===== config.mk =====
export PLATFORM = sky130hd
export DESIGN_NAME = hps_reset_pulse_seq
export DESIGN_NICKNAME = d
export VERILOG_FILES = /design/src/rtl/hps_reset_pulse_seq.sv
export SDC_FILE = /design/constraint.sdc
export NUM_CORES = 1
export LEC_CHECK = 0
export CAP_MARGIN = 20
export CELL_PAD_IN_SITES_DETAIL_PLACEMENT = 1
export CELL_PAD_IN_SITES_GLOBAL_PLACEMENT = 1
export CORE_MARGIN = 2
export CORE_UTILIZATION = 42
export CTS_BUF_LIST = sky130_fd_sc_hd__clkbuf_4 sky130_fd_sc_hd__clkbuf_8 sky130_fd_sc_hd__clkbuf_16
export DETAILED_ROUTE_END_ITERATION = 6
export PLACE_DENSITY_LB_ADDON = 0.1
export SYNTH_ARGS = -nofsm -noshare
export SYNTH_HDL_FRONTEND = slang
export SYNTH_SLANG_ARGS = --single-unit

===== constraint.sdc =====
create_clock -name clk -period 2.1 [get_ports clk]
set_clock_uncertainty 0.2 [all_clocks]
set_input_delay 0.315 -clock clk [delete_from_list [all_inputs] [get_ports clk]]
set_output_delay 0.315 -clock clk [all_outputs]
set_load 0.05 [all_outputs]

===== src/rtl/hps_reset_pulse_seq.sv =====
// Serialised, priority-ordered HPS reset pulse generator for NUM_CH request channels.
// Optional per-channel drop/merge counters: define RSTSEQ_DROP_CNT_EN.
module hps_reset_pulse_seq #(
    parameter int                       NUM_CH      = 3,
    parameter int                       CNT_W       = 8,
    parameter logic [NUM_CH*CNT_W-1:0]  PULSE_LEN   = {8'd32, 8'd2, 8'd6},
    parameter logic [NUM_CH-1:0]        EDGE_RISE   = 3'b111,
    parameter int                       SYNC_STAGES = 2,
    parameter int                       GAP_CYCLES  = 4
) (
    input  logic              clk,
    input  logic              reset,
    input  logic [NUM_CH-1:0] req,
    output logic [NUM_CH-1:0] pulse,
    output logic              busy,
    output logic [NUM_CH-1:0] pending
`ifdef RSTSEQ_DROP_CNT_EN
    ,
    output logic [NUM_CH*8-1:0] drop_cnt
`endif
);

    localparam int GW = $clog2(GAP_CYCLES + 1);
    localparam int AW = $clog2(SYNC_STAGES + 2);

    localparam logic [1:0] IDLE  = 2'd0;
    localparam logic [1:0] PULSE = 2'd1;
    localparam logic [1:0] GAP   = 2'd2;

    logic [SYNC_STAGES-1:0][NUM_CH-1:0] sync_q;
    logic [NUM_CH-1:0] hist_q;
    logic [AW-1:0]     arm_cnt;
    logic              armed;
    logic [1:0]        state;
    logic [CNT_W-1:0]  cnt;
    logic [GW-1:0]     gap_cnt;

    logic [NUM_CH-1:0] sync_s;
    logic [NUM_CH-1:0] edge_v;
    logic [NUM_CH-1:0] req_vec;
    logic [NUM_CH-1:0] pick;
    logic [CNT_W-1:0]  pick_len;
    logic [CNT_W-1:0]  load_len;
    logic              found;
    logic              can_start;

    always_comb begin
        sync_s = sync_q[SYNC_STAGES-1];
        edge_v = ((EDGE_RISE & sync_s & ~hist_q) |
                  (~EDGE_RISE & ~sync_s & hist_q)) & {NUM_CH{armed}};
        req_vec  = pending | edge_v;
        pick     = '0;
        pick_len = '0;
        found    = 1'b0;
        for (int i = 0; i < NUM_CH; i++) begin
            if (!found && req_vec[i]) begin
                found    = 1'b1;
                pick[i]  = 1'b1;
                pick_len = PULSE_LEN[i*CNT_W +: CNT_W];
            end
        end
        load_len = (pick_len == '0) ? CNT_W'(1) : pick_len;
        // The last gap cycle behaves as IDLE so the gap is exactly GAP_CYCLES long.
        can_start = (state == IDLE) ||
                    ((state == GAP) && (gap_cnt == GW'(1)));
        busy = (state != IDLE) || (|pending);
    end

    always_ff @(posedge clk) begin
        if (reset) begin
            sync_q  <= '0;
            hist_q  <= '0;
            arm_cnt <= '0;
            armed   <= 1'b0;
            state   <= IDLE;
            cnt     <= '0;
            gap_cnt <= '0;
            pulse   <= '0;
            pending <= '0;
        end else begin
            sync_q <= {sync_q[SYNC_STAGES-2:0], req};
            hist_q <= sync_s;
            if (!armed) begin
                arm_cnt <= arm_cnt + 1'b1;
                if (arm_cnt == AW'(SYNC_STAGES))
                    armed <= 1'b1;
            end
            if (can_start && found) begin
                state   <= PULSE;
                cnt     <= load_len;
                gap_cnt <= '0;
                pulse   <= pick;
                pending <= req_vec & ~pick;
            end else begin
                // Edges on the channel being pulsed are dropped.
                pending <= pending | (edge_v & ~pulse);
                case (state)
                    PULSE: begin
                        if (cnt == CNT_W'(1)) begin
                            pulse   <= '0;
                            cnt     <= '0;
                            gap_cnt <= GW'(GAP_CYCLES);
                            state   <= GAP;
                        end else begin
                            cnt <= cnt - 1'b1;
                        end
                    end
                    GAP: begin
                        gap_cnt <= gap_cnt - 1'b1;
                        if (gap_cnt == GW'(1))
                            state <= IDLE;
                    end
                    default: ;
                endcase
            end
        end
    end

`ifdef RSTSEQ_DROP_CNT_EN
    logic [NUM_CH-1:0] dropped;

    assign dropped = edge_v & (pulse | pending);

    always_ff @(posedge clk) begin
        if (reset) begin
            drop_cnt <= '0;
        end else begin
            for (int j = 0; j < NUM_CH; j++) begin
                if (dropped[j] && (drop_cnt[j*8 +: 8] != 8'hff))
                    drop_cnt[j*8 +: 8] <= drop_cnt[j*8 +: 8] + 8'd1;
            end
        end
    end
`endif

endmodule

==> reports/summary.txt <==
Cell area after layout = 0.00174 mm2
Syn_area_per_cell = 8.57 um2
Setup TNS = 0 ps
Total chip power = 2120 uW
Post-CTS setup buffers = 0
IO buf count = 11
Slew headroom = 0.648
Outcome = finished, final reports clean
Power per Cell Area = 1220 mW/mm2
Gr usage total = 0.195
Antenna fix cells = 0
Worst-Skew Late Latency = 340 ps
Routability cong. = 0.802
H-tree Lvls = 2
Wire per inst = 14.1 um
Worst path required time = 2160 ps
Initial antenna violation count = 0
Synth async-reset ratio = 0
CP Capture Type = flop
Clk root buf = clkbuf_4
Clock Path Buffers = 2
Initial DRC count = 46
Fmax = 499 MHz
Yosys warns = 0
Vias in the first global route = 1266
Layout net count = 200
Syn-to-layout area delta = 21.9%
Drt total wl = 3300 um
Area leader, netlist = dfxtp_1
Psw = 826 uW
Max_cap viols = 0
Unrepaired setup endpoints after global routing = no
Reg clk slew, reported paths = 100 ps
Max VDD drop = 444 uV
CP peak stage delay = 500 ps
Post-Syn Nets = 180
Core ar. = 0.00331 mm2
Area after DPL = 0.00165 mm2
Seq pwr share = 0.389
Dominant synthesized flop cell = dfxtp_1
Met1 WL = 1450 um
DR top layer = met4
Crit-path max FO = 8
Worst slew pin tran = 527 ps
Slowest-stage cell, CP = or4b_4
Largest net degree at the start of global routing = 22
TritonCTS clock tree = done
Synthesized area = 0.00143 mm2
First-pass GRT wire length = 5870 um
Total die area = 0.00389 mm2
Worst path cell trace = inv_1, ha_1, or4b_4, o21ai_4, o21ai_2, a221oi_2
Yosys top cell area share = 0.434
First-pass DRT Iterations = 4
Post-synth EDFFs = 0
Via-to-Cell Ratio = 5.20
Die H = 62.4 um
Layout cells sized above 1 = 0.149
Final worst path period need = 2000 ps
I/O pin count = 12
Synth top area cells = dfxtp_1 (43%), ha_1 (7.0%), nor2_1 (6.6%)
Fillers = 421
Final Max Slew Viols = 0
Chip Width = 62.4 um
Site Rows = 21
HP Class = reg2reg
Routed via count = 1217
Starting Density = 0.432
Critical path type = reg2reg
Comb power frac = 0.418
Hold slack = 250 ps
Setup violators final = 0
Switching Fraction = 0.389
Post-route ant nets = 0
Routed wl met3 = 118 um
CP startpoint kind = flop
Yosys cell types = 33
Fin. Hold Viols = 0
Post-Synthesis Cells = 167
Yosys reg bits = 31
DP HPWL = 2500 um
Post-synthesis sequential area ratio = 0.434
Clock Sinks = 31
Grt total ovfl = 0
Clk pwr share = 0.193
CTS Buf Count = 5
Fin crit share = 0.954
Residual DRC = 0
Crit path arrival time = 2070 ps
Pleak = 0.000760 uW
Met2 wire length = 1650 um
Int Pwr = 1300 uW
## critical path, delay by kind of cell (launching register included)
| kind | cells | cell delay [ps] |
|---|---|---|
| compound gates | 3 | 640 |
| simple gates | 1 | 500 |
| flops | 1 | 350 |
| fa+ha+maj | 1 | 150 |
| buf+inv | 1 | 80 |
## power by group through the flow
stage,clock network [uW],logic [uW],registers (uW)
floorplan,0,613,828
global placement,0,844,829
global route,473,996,849
finish,410,886,824
CTS,427,889,824
detailed placement,0,877,838
## metal layers
layer	global-route usage	up-vias
met3	0.0649	8
met4	0.0889	0
met2	0.333	19
met1	0.220	582
li1	-	608
met5	0	-
## timing repair
action,CTS,global route
setup endpoints to repair,1,12
hold buffers,0,0
gates resized for setup,1,9
pin swaps,0,3
hold endpoints to repair,0,0
## cell usage in the layout (no fill, tap or decap), types with 3 or more instances in the layout
cell	instances
ha_1	8
inv_1	10
clkdlybuf4s50_1	4
nand2_1	11
nand3_1	5
dlymetal6s2s_1	5
nand2b_1	4
nor2_1	24
buf_4	9
nor3_1	5
mux2i_1	3
clkbuf_4	5
nor2b_1	13
a21oi_1	12
nand3b_1	3
dfxtp_1	30
o21ai_0	7
## synth_stat cells, types with 2 or more instances
cell	n
nor2b_1	13
ha_1	8
nor2_1	25
mux2i_1	3
nand3_1	5
inv_1	10
a31oi_1	2
buf_2	3
nand2_1	11
dfxtp_1	31
a211oi_1	2
a21oi_1	13
nand3b_1	3
clkbuf_1	4
o32a_1	2
nand2b_1	4
nor4_1	2
o21ai_0	7
nor3_1	5
## area by class of cell
class / count / area (um2) / share of cell area
multi-input combinational: 119 / 756 / 0.433
sequential: 31 / 622 / 0.357
timing repair buffer: 20 / 199 / 0.114
clock buffer: 7 / 65.1 / 0.0373
tap: 46 / 57.6 / 0.0330
inverter: 10 / 37.5 / 0.0215
clock inverter: 1 / 7.51 / 0.00430
## flip-flops by register name, summed over array words and instances, names as in the netlist
register and count:
sync_q 3, arm_cnt 2, state 2, pending 3, sync_s 3, cnt 8
pulse 3, hist_q 3, gap_cnt 3, armed 1
## kinds of logic (layout without fill, tap and decap cells)
kind of cell	count (synthesis)	after routing	share of synthesized area
AND/OR/NAND/NOR	73	73	0.260
AO/OA/AOI/OAI	33	33	0.155
flip-flops	31	31	0.434
buffers and inverters	17	38	0.0472
adder cells (fa/ha/maj)	8	8	0.0699
multiplexers	4	4	0.0288
XOR/XNOR	1	1	0.00612
## worst paths after layout
check | startpoint | to | slack [ps] | cells after the start
min | sync_q[2] | sync_s[2] | 250 | 1
max | cnt[1] | gap_cnt[2] | 100 | 6
min reg2reg | sync_q[2] | sync_s[2] | 250 | 1
max reg2reg | cnt[1] | gap_cnt[2] | 100 | 6
## per-stage QoR
step                      setup slack [ps]  instances   util
after detailed placement              42.3        226  0.497
after global placement                 114        226  0.497
after floorplan                        212        167      -
after global routing                  2.99        234  0.527
after CTS                             13.9        234  0.519
final                                 95.6        234  0.527
(Power assumes the default switching activity.)
